==> src/rtl/cmd_pkg.sv <==
// Shared definitions for the SD CMD line controller:
// FSM encoding, response codes, CRC7 polynomial and frame lengths.
package cmd_pkg;

    typedef enum logic [2:0] {
        IDLE,
        TX,
        WAIT_RESP,
        RX,
        CHECK,
        GAP
    } state_t;

    typedef enum logic [1:0] {
        RESP_NONE = 2'b00,
        RESP_48   = 2'b01,
        RESP_R3   = 2'b10,
        RESP_136  = 2'b11
    } resp_t;

    localparam logic [6:0] CRC7_POLY = 7'h09;
    localparam int CMD_LEN  = 48;
    localparam int LONG_LEN = 136;
    localparam int CRC_SPAN = 40;
    localparam int CNT_W    = 16;

endpackage

==> src/rtl/cmd_crc7.sv <==
// Serial CRC7 (x^7 + x^3 + 1), zero seed, one bit per enable.
module cmd_crc7
    import cmd_pkg::*;
(
    input  logic       clk,
    input  logic       rst_n,
    input  logic       clr,
    input  logic       en,
    input  logic       din,
    output logic [6:0] crc
);

    logic fb;

    assign fb = din ^ crc[6];

    always_ff @(posedge clk or negedge rst_n) begin
        if (!rst_n) begin
            crc <= '0;
        end else if (clr) begin
            crc <= '0;
        end else if (en) begin
            crc <= {crc[5:0], 1'b0} ^ (fb ? CRC7_POLY : 7'h00);
        end
    end

endmodule

==> src/rtl/cmd_line_ctrl.sv <==
// SD CMD line controller: sends a 48-bit command frame and
// receives/validates the optional 48- or 136-bit response.
module cmd_line_ctrl
    import cmd_pkg::*;
#(
    parameter int TIMEOUT_BITS = 64,
    parameter int NRC_BITS     = 8,
    parameter bit LONG_RESP_EN = 1'b1
) (
    input  logic         CLK_host,
    input  logic         reset,
    input  logic         sd_bit_en,
    input  logic         new_cmd,
    input  logic         cmd_abort,
    input  logic [5:0]   cmd_index,
    input  logic [31:0]  cmd_arg,
    input  logic [1:0]   resp_type,
    input  logic         cmd_from_sd,
    output logic         cmd_to_sd,
    output logic         cmd_to_sd_oe,
    output logic         cmd_busy,
    output logic         cmd_complete,
    output logic [5:0]   resp_index,
    output logic [127:0] response_status,
    output logic [3:0]   error_flags
);

    localparam logic [CNT_W-1:0] TX_LAST  = CNT_W'(CMD_LEN - 1);
    localparam logic [CNT_W-1:0] CRC_POS0 = CNT_W'(CMD_LEN - 2);
    localparam logic [CNT_W-1:0] CRC_END  = CNT_W'(CRC_SPAN);
    localparam logic [CNT_W-1:0] RX_CRC   = CNT_W'(CRC_SPAN - 1);
    localparam logic [CNT_W-1:0] RX_SHORT = CNT_W'(CMD_LEN - 2);
    localparam logic [CNT_W-1:0] RX_LONG  = CNT_W'(LONG_LEN - 2);
    localparam logic [CNT_W-1:0] TO_LAST  = CNT_W'(TIMEOUT_BITS - 1);
    localparam logic [CNT_W-1:0] GAP_LAST = CNT_W'(NRC_BITS - 1);

    state_t             state_q;
    state_t             state_d;
    logic [CNT_W-1:0]   cnt_q;
    logic [CNT_W-1:0]   cnt_d;
    resp_t              rtype_q;
    logic [5:0]         idx_q;
    logic [39:0]        tx_sr;
    logic [127:0]       rx_sr;
    logic               timeout_q;
    logic               line_q;
    logic               oe_q;
    logic               complete_q;
    logic [6:0]         crc_tx;
    logic [6:0]         crc_rx;
    logic [2:0]         crc_pos;
    logic               tx_bit;
    logic [3:0]         chk_flags;
    logic               accept;
    logic               abort;
    logic               long_rx;
    logic               tx_done;
    logic               start_bit;
    logic [CNT_W-1:0]   rx_last;

    assign accept    = (state_q == IDLE) && new_cmd;
    assign abort     = cmd_abort && (state_q != IDLE);
    assign long_rx   = (rtype_q == RESP_136);
    assign rx_last   = long_rx ? RX_LONG : RX_SHORT;
    assign tx_done   = sd_bit_en && (state_q == TX) && (cnt_q == TX_LAST);
    assign start_bit = sd_bit_en && (state_q == WAIT_RESP) && !cmd_from_sd;
    assign crc_pos   = 3'(CRC_POS0 - cnt_q);

    assign cmd_busy     = (state_q != IDLE);
    assign cmd_complete = complete_q;
    assign cmd_to_sd_oe = oe_q;
    assign cmd_to_sd    = oe_q ? line_q : 1'b1;

    cmd_crc7 u_crc_tx (
        .clk   (CLK_host),
        .rst_n (reset),
        .clr   (accept),
        .en    (sd_bit_en && (state_q == TX) && (cnt_q < CRC_END)),
        .din   (tx_sr[39]),
        .crc   (crc_tx)
    );

    // The start bit is taken in WAIT_RESP, so RX feeds only 39 more bits.
    cmd_crc7 u_crc_rx (
        .clk   (CLK_host),
        .rst_n (reset),
        .clr   (accept),
        .en    (start_bit || (sd_bit_en && (state_q == RX) && (cnt_q < RX_CRC))),
        .din   (cmd_from_sd),
        .crc   (crc_rx)
    );

    always_comb begin
        tx_bit = 1'b1;
        if (cnt_q < CRC_END) begin
            tx_bit = tx_sr[39];
        end else if (cnt_q < TX_LAST) begin
            tx_bit = crc_tx[crc_pos];
        end
    end

    always_comb begin
        chk_flags = 4'b0000;
        if (timeout_q) begin
            chk_flags[3] = 1'b1;
        end else begin
            chk_flags[1] = ~rx_sr[0];
            if (rtype_q == RESP_48) begin
                chk_flags[2] = (crc_rx != rx_sr[7:1]);
                chk_flags[0] = (rx_sr[45:40] != idx_q);
            end
        end
    end

    always_comb begin
        state_d = state_q;
        unique case (state_q)
            IDLE: begin
                if (new_cmd) state_d = TX;
            end
            TX: begin
                if (tx_done) begin
                    state_d = (rtype_q == RESP_NONE) ? GAP : WAIT_RESP;
                end
            end
            WAIT_RESP: begin
                if (start_bit) begin
                    state_d = RX;
                end else if (sd_bit_en && cnt_q == TO_LAST) begin
                    state_d = CHECK;
                end
            end
            RX: begin
                if (sd_bit_en && cnt_q == rx_last) state_d = CHECK;
            end
            CHECK: begin
                state_d = GAP;
            end
            GAP: begin
                if (sd_bit_en && cnt_q == GAP_LAST) state_d = IDLE;
            end
            default: begin
                state_d = IDLE;
            end
        endcase
        if (abort) state_d = IDLE;
    end

    always_comb begin
        cnt_d = cnt_q;
        if (state_d != state_q) begin
            cnt_d = '0;
        end else if (sd_bit_en && state_q != IDLE) begin
            cnt_d = cnt_q + CNT_W'(1);
        end
    end

    always_ff @(posedge CLK_host or negedge reset) begin
        if (!reset) begin
            state_q <= IDLE;
            cnt_q   <= '0;
        end else begin
            state_q <= state_d;
            cnt_q   <= cnt_d;
        end
    end

    always_ff @(posedge CLK_host or negedge reset) begin
        if (!reset) begin
            rtype_q         <= RESP_NONE;
            idx_q           <= '0;
            tx_sr           <= '0;
            rx_sr           <= '0;
            timeout_q       <= 1'b0;
            line_q          <= 1'b1;
            oe_q            <= 1'b0;
            complete_q      <= 1'b0;
            resp_index      <= '0;
            response_status <= '0;
            error_flags     <= '0;
        end else begin
            complete_q <= 1'b0;
            if (accept) begin
                rtype_q <= (!LONG_RESP_EN && resp_type == RESP_136)
                         ? RESP_48 : resp_t'(resp_type);
                idx_q       <= cmd_index;
                tx_sr       <= {2'b01, cmd_index, cmd_arg};
                rx_sr       <= '0;
                timeout_q   <= 1'b0;
                error_flags <= '0;
            end
            // Line outputs only move on bit strobes.
            if (sd_bit_en) begin
                oe_q   <= (state_q == TX);
                line_q <= (state_q == TX) ? tx_bit : 1'b1;
            end
            if (sd_bit_en && state_q == TX) begin
                tx_sr <= {tx_sr[38:0], 1'b0};
            end
            if (start_bit || (sd_bit_en && state_q == RX)) begin
                rx_sr <= {rx_sr[126:0], cmd_from_sd};
            end
            if (sd_bit_en && state_q == WAIT_RESP && cmd_from_sd
                && cnt_q == TO_LAST) begin
                timeout_q <= 1'b1;
            end
            if (tx_done && rtype_q == RESP_NONE) begin
                complete_q <= 1'b1;
            end
            if (state_q == CHECK) begin
                complete_q  <= 1'b1;
                error_flags <= chk_flags;
                if (!timeout_q) begin
                    if (long_rx) begin
                        response_status <= rx_sr;
                        resp_index      <= '0;
                    end else begin
                        response_status <= {96'b0, rx_sr[39:8]};
                        resp_index      <= rx_sr[45:40];
                    end
                end
            end
            if (abort) begin
                oe_q       <= 1'b0;
                line_q     <= 1'b1;
                complete_q <= 1'b0;
            end
        end
    end

endmodule

==> config.mk <==
export PLATFORM = sky130hd
export DESIGN_NAME = cmd_line_ctrl
export DESIGN_NICKNAME = d
export VERILOG_FILES = /design/src/rtl/cmd_pkg.sv /design/src/rtl/cmd_crc7.sv /design/src/rtl/cmd_line_ctrl.sv
export SDC_FILE = /design/constraint.sdc
export NUM_CORES = 1
export LEC_CHECK = 0
export ABC_AREA = 1
export BUFFER_PORTS_ARGS = -buffer_cell sky130_fd_sc_hd__buf_2
export CORE_MARGIN = 3
export CORE_UTILIZATION = 51
export CTS_CLUSTER_DIAMETER = 150
export DETAILED_ROUTE_END_ITERATION = 12
export GPL_ROUTABILITY_DRIVEN = 0
export PLACE_DENSITY_LB_ADDON = 0.1
export SYNTH_ARGS = -nofsm -noshare
export SYNTH_HDL_FRONTEND = slang
export SYNTH_SLANG_ARGS = --single-unit
==> constraint.sdc <==
create_clock -name CLK_host -period 3.6 [get_ports CLK_host]
set_input_delay 0.36 -clock CLK_host [delete_from_list [all_inputs] [get_ports CLK_host]]
set_output_delay 0.36 -clock CLK_host [all_outputs]
set_load 0.1 [all_outputs]
# Word-level counts from Yosys, hierarchy flattened
# Index checks and enable logic that the tools add are counted.
# totals
out_inout_bits	142
input_bits	46
elab_cells	117
reg_bits	351
# op_classes
n_lt_le_gt_ge	4
bitwise	6
n_reduce_logical	31
n_addsub	2
n_eq_ne	14
n_mux	45
# ops
op	count
$mux 128	3
$mux 40	2
$lt 16x6->1 const B	3
$eq 16x6->1 const B	2
$mux 16	2
$mux 7	4
$mux 3	9
$pmux 3 s6	1
$mux 1	17
$add 16x1->16 const B	1
$eq 16x3->1 const B	1
$eq 16x8->1	1
$logic_and 1x1->1	16
$mux 4	4
$reduce_bool 2->1	8
$xor 7x7->7	2
$mux 8	1
$ne 7x7->1	1
$eq 3x2->1 const B	2
$eq 3x3->1 const B	2
$mux 6	1
$ne 6x6->1	1
$lt 3x4->1 const B	1
$bmux 1 s3	1
other kinds (13)	16

# Longest topological paths before layout
# Gate-level depths: netlist of run 1.
# depth
depth_word	9
depth_mapped	15
ltp_nobuf	14

# By module
# A second synthesis of run 1 with hierarchy kept.
# unflattened
cells_unflattened	1480
area_unflattened_um2	14541.4
# by_module_without_submodules
module	area_per_inst_um2	seq_area_each_um2	n_inst	cells_per_inst
cmd_line_ctrl	13915.8	8434.3	1	1408
cmd_crc7	312.8	175.2	2	36

# Worst setup path after synthesis of run 1
# Ideal clock, no wire load.
# synth_timing
kind	reg2reg
start	reg state_q[1]
end	reg rx_sr[100]
path_stages_with_launch	10
t_required_ns	3.467
synth_period_minus_slack_ns	2.364
arrival_time_ns	2.231
setup_slack_ns	1.236
path_buffers	3
setup_time_ns	0.133
path_cell_list	dfrtp_1 nor2_2 nand2_1 inv_2 nand2_1 buf_2 nand2_1 clkbuf_1 buf_2 o22ai_1
# synth_via
elab_chain_len	5
elab_cells_between_ends	10
cone_classes	eq/ne (2); mux (1); reduce/logical (7)
# synth_lines
item	line_no	text
start: declaration	cmd_line_ctrl.sv:37	state_t state_q;
start signal: assignment	cmd_line_ctrl.sv:163	state_q <= state_d;
$eq 3x2->1	cmd_line_ctrl.sv:66	assign start_bit = sd_bit_en && (state_q == WAIT_RESP) && !cmd_from_sd;
$logic_and 1x1->1 (2 in a row)	cmd_line_ctrl.sv:66	
$logic_or 1x1->1	cmd_line_ctrl.sv:200	if (start_bit || (sd_bit_en && state_q == RX)) begin
$mux 128 / $reduce_bool 2->1 (equally long branches)	n/a	
end signal: assignment	cmd_line_ctrl.sv:201	rx_sr <= {rx_sr[126:0], cmd_from_sd};
end: declaration	cmd_line_ctrl.sv:44	logic [127:0] rx_sr;
# Parallel ways exist; a longest one is shown, timed or not.
# A chain may end at the register's enable or synchronous reset.

# Final worst setup path of run 1
# layout_timing
start	reg state_q[2]
end	reg response_status[101]
# layout_via
elab_chain_len	2
# layout_lines
item	line_no	text
$eq 3x3->1	cmd_line_ctrl.sv:210	if (state_q == CHECK) begin
$reduce_and 2->1 (no line)	n/a	
end signal: assignment	cmd_line_ctrl.sv:215	response_status <= rx_sr;
end signal: assignment	cmd_line_ctrl.sv:218	response_status <= {96'b0, rx_sr[39:8]};
end: declaration	cmd_line_ctrl.sv:24	output logic [127:0] response_status,
# Every way passes these cells.

==> impl_metrics.tcl, run 1 <==
set metrics [dict create \
    pin_count 188 \
    die_area_um2 30600 \
    crit_required_ps 4000 \
    htree_num_levels 2 \
    ys_warn_count 0 \
    dp_hpwl_um 20700 \
    synth-edff-count 0 \
    ys_ff_latch 351 \
    drive_gt1_frac 0.187 \
    ys.flop_type "dfrtp_1" \
    fin_nets 1672 \
    reg2reg_slack_ps 1080 \
    swShare 0.297 \
    grt_overflow 0 \
    ys_top_cells_by_area "dfrtp_1 (60%), nand2_1 (7.2%), o22ai_1 (5.8%)" \
    grt_pass1_wl_um 54600 \
    p_sw_mw 3.04 \
    slew_viol_final 0 \
    vias 10700 \
    diodes 0 \
    detail-route-antenna-nets 0 \
    cts-root-buf "clkbuf_16" \
    netlist.top_cell.by_area "dfrtp_1" \
    syn_avg_cell_area_um2 9.87 \
    clock_sinks 351 \
    post-route-min-period_ps 2520 \
    hold_path.class "primary input to flop" \
    grt_use_total 0.215 \
    synth_top_area_frac 0.602 \
    ir_drop_mv 0.270 \
    skew_ps 18.9 \
    ys_types 41 \
    core_um2 27900 \
    clkPwrFrac 0.377 \
    tns_ps 0 \
    synth_common_cells "dfrtp_1 (350), nand2_1 (279), inv_1 (218), o22ai_1 (134), o31ai_1 (103)" \
    period_share 0.699 \
    cts_buffer_depth 3 \
    maxCapViolCount 0 \
    leakage_nw 8.13 \
    async_flop_share 1.00 \
    syn_to_final_growth_pct 16.9 \
    ys_seq_area_frac 0.604 \
    grt_max_degree 153 \
    p_comb_frac 0.185 \
    setup_viol_count_final 0 \
    cp-start-kind "flop" \
    worst_ep_arrival_time_ps 2920 \
    cts_resized 0 \
    pwr-share-seq 0.439 \
    hold_buffers 1 \
    synthCells 1473 \
    rows 61 \
    hold_viol 0 \
    worst_setup_path_end_kind "flop" \
    worstSetupPathType "flop to flop" \
    worstSkewPairLatency_ps 510 \
    grt_pass1_vias 10500 \
    cts_made_buffers 38 \
    post-synth-top-count-cell "dfrtp_1" \
    start_util 0.521 \
    antenna_found_initial 0 \
    dr.pass1.iters 5 \
    maxSlewHeadroom 0.467 \
    worst_pin_slew_ps 800 \
    syn-num-nets 1521 \
    fp.dieH_um 175 \
    max_freq_mhz 397 \
    routed_wl_um 32600 \
    detail_route.iter0.violations 830 \
    power.internal_mw 7.21 \
    die_x_um 175 \
    cp_max_fo 152 \
    p_per_area_nw_per_um2 603 \
    post_drt_wl_per_cell_um 16.1 \
    grt_setup_unrepaired "no" \
    cts_setup_buffers 0 \
    clkTransAtPathRegs_ps 60 \
    synthesis.area_um2 14500 \
    status "finished clean" \
    drc 0 \
    numPortBuffers 187 \
    vias_per_cell 5.29 \
    cts_tree "done" \
    post-route-util 0.609 \
]
==> per-stage QoR <==
stage | power, mW | worst slack (ps) | instances | cell area [um2] | hold WS, ps
2_1_floorplan | 5.97 | 1240 | 1473 | 14500 | 64.4
3_3_place_gp | 6.43 | 1270 | 1961 | 15700 | 370
3_5_place_dp | 6.46 | 1220 | 1961 | 15700 | 369
4_1_cts | 10.4 | 1190 | 2028 | 17000 | 41.7
5_1_grt | 10.8 | 852 | 2028 | 17000 | 47.8
6_report | 10.3 | 1080 | 2028 | 17000 | 56.4
==> flip-flops by register name, indices dropped and copies added, names as in the netlist <==
| name | flops |
|---|---|
| line_q | 1 |
| cmd_to_sd_oe | 1 |
| u_crc_rx.crc | 7 |
| resp_index | 6 |
| u_crc_tx.crc | 7 |
| cnt_q | 16 |
| idx_q | 6 |
| state_q | 3 |
| timeout_q | 1 |
| rtype_q | 2 |
| response_status | 128 |
| cmd_complete | 1 |
| rx_sr | 128 |
| tx_sr | 40 |
| error_flags | 4 |
==> power groups by stage <==
stage          clock network (mW)  registers (mW)  logic, mW
2_1_floorplan                   0            4.53       1.44
3_3_place_gp                    0            4.55       1.87
3_5_place_dp                    0            4.56       1.90
4_1_cts                      3.95            4.50       1.91
5_1_grt                      4.13            4.54       2.14
6_report                     3.86            4.50       1.89
==> area by class of cell <==
type                       instances  area [um2]
clock buffer                      57        1120
clock inverter                     9         124
fill                            2457       10900
inverter                         226         856
multi-input combinational        805        4530
sequential                       351        8780
tap                              378         473
timing repair buffer             202        1110
==> worst max-delay path: stages, from the launching register on <==
cell and delay, ps:
dfrtp_1 410, inv_1 110, nor3_1 270, inv_1 120, nor2_1 340, inv_8 290, buf_4 450, o31ai_1 280
==> worst paths after layout <==
kind | from | end | cells after the start
setup / recovery | state_q[2] | response_status[101] | 7
hold / removal | cmd_arg[11] | tx_sr[11] | 3
setup reg to reg | state_q[2] | response_status[101] | 7
hold reg to reg | rx_sr[0] | error_flags[1] | 1
max in group asynchronous | reset | line_q | 3
min in group asynchronous | reset | rx_sr[108] | 2
==> metal layers <==
layer  share of wire  routed length (um)  vias up  GRT usage
li1                -                   -     5232          -
met1            0.47               15300     5210      0.318
met2            0.45               14800      252      0.329
met3           0.061                2000       43     0.0461
met4           0.018                 576        0     0.0519
met5               0                   0        -          0
==> cells in the final DEF, fill, tap and decap left out, types with 3 or more instances in the layout <==
master,count
a21oi_1,5
buf_12,4
buf_2,186
buf_4,10
bufinv_16,3
clkbuf_1,10
clkbuf_16,39
clkbuf_8,8
clkinv_1,3
clkinv_2,5
dfrtp_1,350
inv_1,218
inv_2,4
nand2_1,278
nand2_2,12
nand3_1,31
nand3_2,4
nand4_1,11
nor2_1,32
nor2_2,7
nor2_4,14
nor3_1,6
o21ai_0,93
o221ai_1,31
o22ai_1,134
o31ai_1,103
xnor2_1,9
xor2_1,13
==> kinds of logic (layout without fill, tap and decap cells) <==
family                   count (synthesis)  in the layout  synth area share
AO/OA/AOI/OAI                          378            378             0.169
XOR/XNOR                                22             22            0.0132
adder cells (fa/ha/maj)                  2              2           0.00172
buffers and inverters                  317            494            0.0862
flip-flops                             351            351             0.604
AND/OR/NAND/NOR                        403            403             0.126
(Power assumes the default switching activity.)
==> run 2, diff against run 1 <==
Clock period 3.6 ns to 2.1 ns, I/O delays scaled along.
==> run 2 against run 1 <==
  * Combinational power up 86%
  * Critical path depth rose by 5
  * Power grew 73%
  * Core utilization increased by 2.5 points
  * Count of clock-buffer cells in the layout rose by 3
  * Global-route usage increased by 0.66 points
  * Routed wire length up 3.1%
  * Critical endpoint is now cnt_q[3]
  * Largest cell class unchanged
==> impl_metrics.tcl, run 2 (synthesis gave the netlist of run 1 again) <==
set metrics [dict create \
    cts_made_buffers 38 \
    fin_nets 1732 \
    grt_max_degree 74 \
    detail-route-antenna-nets 0 \
    hold_path.class "primary input to flop" \
    cts_buffer_depth 3 \
    vias_per_cell 5.25 \
    detail_route.iter0.violations 800 \
    numPortBuffers 187 \
    worstSkewPairLatency_ps 520 \
    routed_wl_um 33600 \
    clkTransAtPathRegs_ps 60 \
    cp-start-kind "flop" \
    drive_gt1_frac 0.198 \
    core_um2 27900 \
    die_x_um 175 \
    setup_viol_count_final 0 \
    ir_drop_mv 0.589 \
    final_area_um2 17700 \
    grt_use_total 0.222 \
    post_drt_wl_per_cell_um 16.1 \
    holdWs_ps 13.7 \
    maxSlewHeadroom 0.578 \
    crit_required_ps 2530 \
    cts-root-buf "clkbuf_16" \
    htree_num_levels 2 \
    grt_pass1_wl_um 56200 \
    top_regs "response_status (128), rx_sr (128), tx_sr (40)" \
    cp_max_fo 16 \
    clock_sinks 351 \
    antenna_found_initial 0 \
    slew_viol_final 0 \
    maxCapViolCount 0 \
    worst_pin_slew_ps 633 \
    dr.pass1.iters 5 \
    vias 11000 \
    critPathTopFamily "simple AND/OR/NAND/NOR gates" \
    cts_tree "done" \
    final_common_cell "dfrtp_1" \
    postPlaceCellArea_um2 16000 \
    grt_overflow 0 \
    p_per_area_nw_per_um2 1000 \
    status "finished clean" \
    hold_viol 0 \
    drc 0 \
    reg2reg_slack_ps 140 \
    syn_to_final_growth_pct 21.6 \
    path_buf_inv 2 \
    die_area_um2 30600 \
    dp_hpwl_um 21600 \
    grt_pass1_vias 10900 \
    period_share 0.934 \
    max_freq_mhz 510 \
    rows 61 \
    skew_ps 14.4 \
    worst_ep_arrival_time_ps 2390 \
    mostFrequentLayoutCells "dfrtp_1 (349), nand2_1 (276), inv_1 (217)" \
    cp_common_cell "nand2_2" \
    fp.dieH_um 175 \
    cp_slowest_cell "dfrtp_2" \
    post-route-min-period_ps 1960 \
    critPathMaxStageDelay_ps 420 \
    path_cells "ha_2 > nand3_2 > nor2_4 > nand4_1 > nand2_2 > inv_1 > nand2_1 > nand3_1 > nand2_2 > nand3_4 > buf_12 > nor2_1" \
    start_util 0.521 \
    worst_setup_path_end_kind "flop" \
    diodes 0 \
    pin_count 188 \
    worstSetupPathType "flop to flop" \
    num-fill-cells 2369 \
    leakage_nw 8.45 \
]
-- run 2: cell types whose count changed in the layout (fill, tap and decap cells not counted), moves of 2 or more --
cell and delta:
nor2_1 -2, nand2_2 +2, nor2_2 +2, nand2_1 -2, clkbuf_16 +2, buf_12 +11, bufinv_16 -2, buf_4 +11
dlygate4sd3_1 +38
-- run 2: area by class of cell --
cell class              count  area, um2  share of cell area
clock buffers              60       1180              0.0666
clock inverters             6       55.1             0.00311
inverters                 226        856              0.0484
flip-flops and latches    351       8790               0.497
well taps                 378        473              0.0267
repair buffers            262       1790               0.101
multi-input cells         805       4550               0.257
-- run 2: timing repair --
item,in CTS,in global routing
setup buffers,0,0
hold buffers,39,0
endpoints found under the setup margin,0,20
endpoints found under the hold margin,91,0
resized for setup,0,7
-- run 2: layer usage --
metal | GRT usage | wire length (um) | vias up
met3 | 0.0491 | 2020 | 57
met4 | 0.0588 | 759 | 0
met2 | 0.344 | 15400 | 235
met1 | 0.320 | 15400 | 5297
li1 | - | - | 5379
met5 | 0 | 0 | -
-- run 2: metrics by stage --
stage | power, mW | util | setup WS [ps] | instances | setup TNS [ps]
after global routing | 18.7 | 0.633 | -6.99 | 2088 | -10.6
after detailed placement | 11.3 | 0.575 | 123 | 1983 | 0
after global placement | 11.2 | 0.575 | 150 | 1983 | 0
after floorplan | 10.2 | - | 38.8 | 1473 | 0
after CTS | 17.9 | 0.633 | 93.9 | 2088 | 0
final | 17.8 | 0.633 | 138 | 2088 | 0
-- run 2: final timing paths --
check,cells after the start,to,from
setup reg to reg,12,cnt_q[3],cnt_q[0]
setup / recovery,12,cnt_q[3],cnt_q[0]
hold reg to reg,1,error_flags[1],rx_sr[0]
hold / removal,3,idx_q[0],cmd_index[0]
min in group asynchronous,2,response_status[103],reset
max in group asynchronous,3,response_status[58],reset
-- run 2: worst reg2reg max path: cells and delay by family, from the launching register on --
family / cells / cell delay [ps]
fa+ha+maj: 1 / 230
simple gates: 9 / 1020
flops: 1 / 420
buf+inv: 2 / 220
-- run 2: power by group --
group | switching (mW) | total [mW] | leakage [nW] | internal (mW)
clock | 2.57 | 6.53 | 0.609 | 3.96
combinational | 2.38 | 3.52 | 3.03 | 1.14
sequential | 0.341 | 7.72 | 4.80 | 7.38
total | 5.29 | 17.8 | 8.45 | 12.5
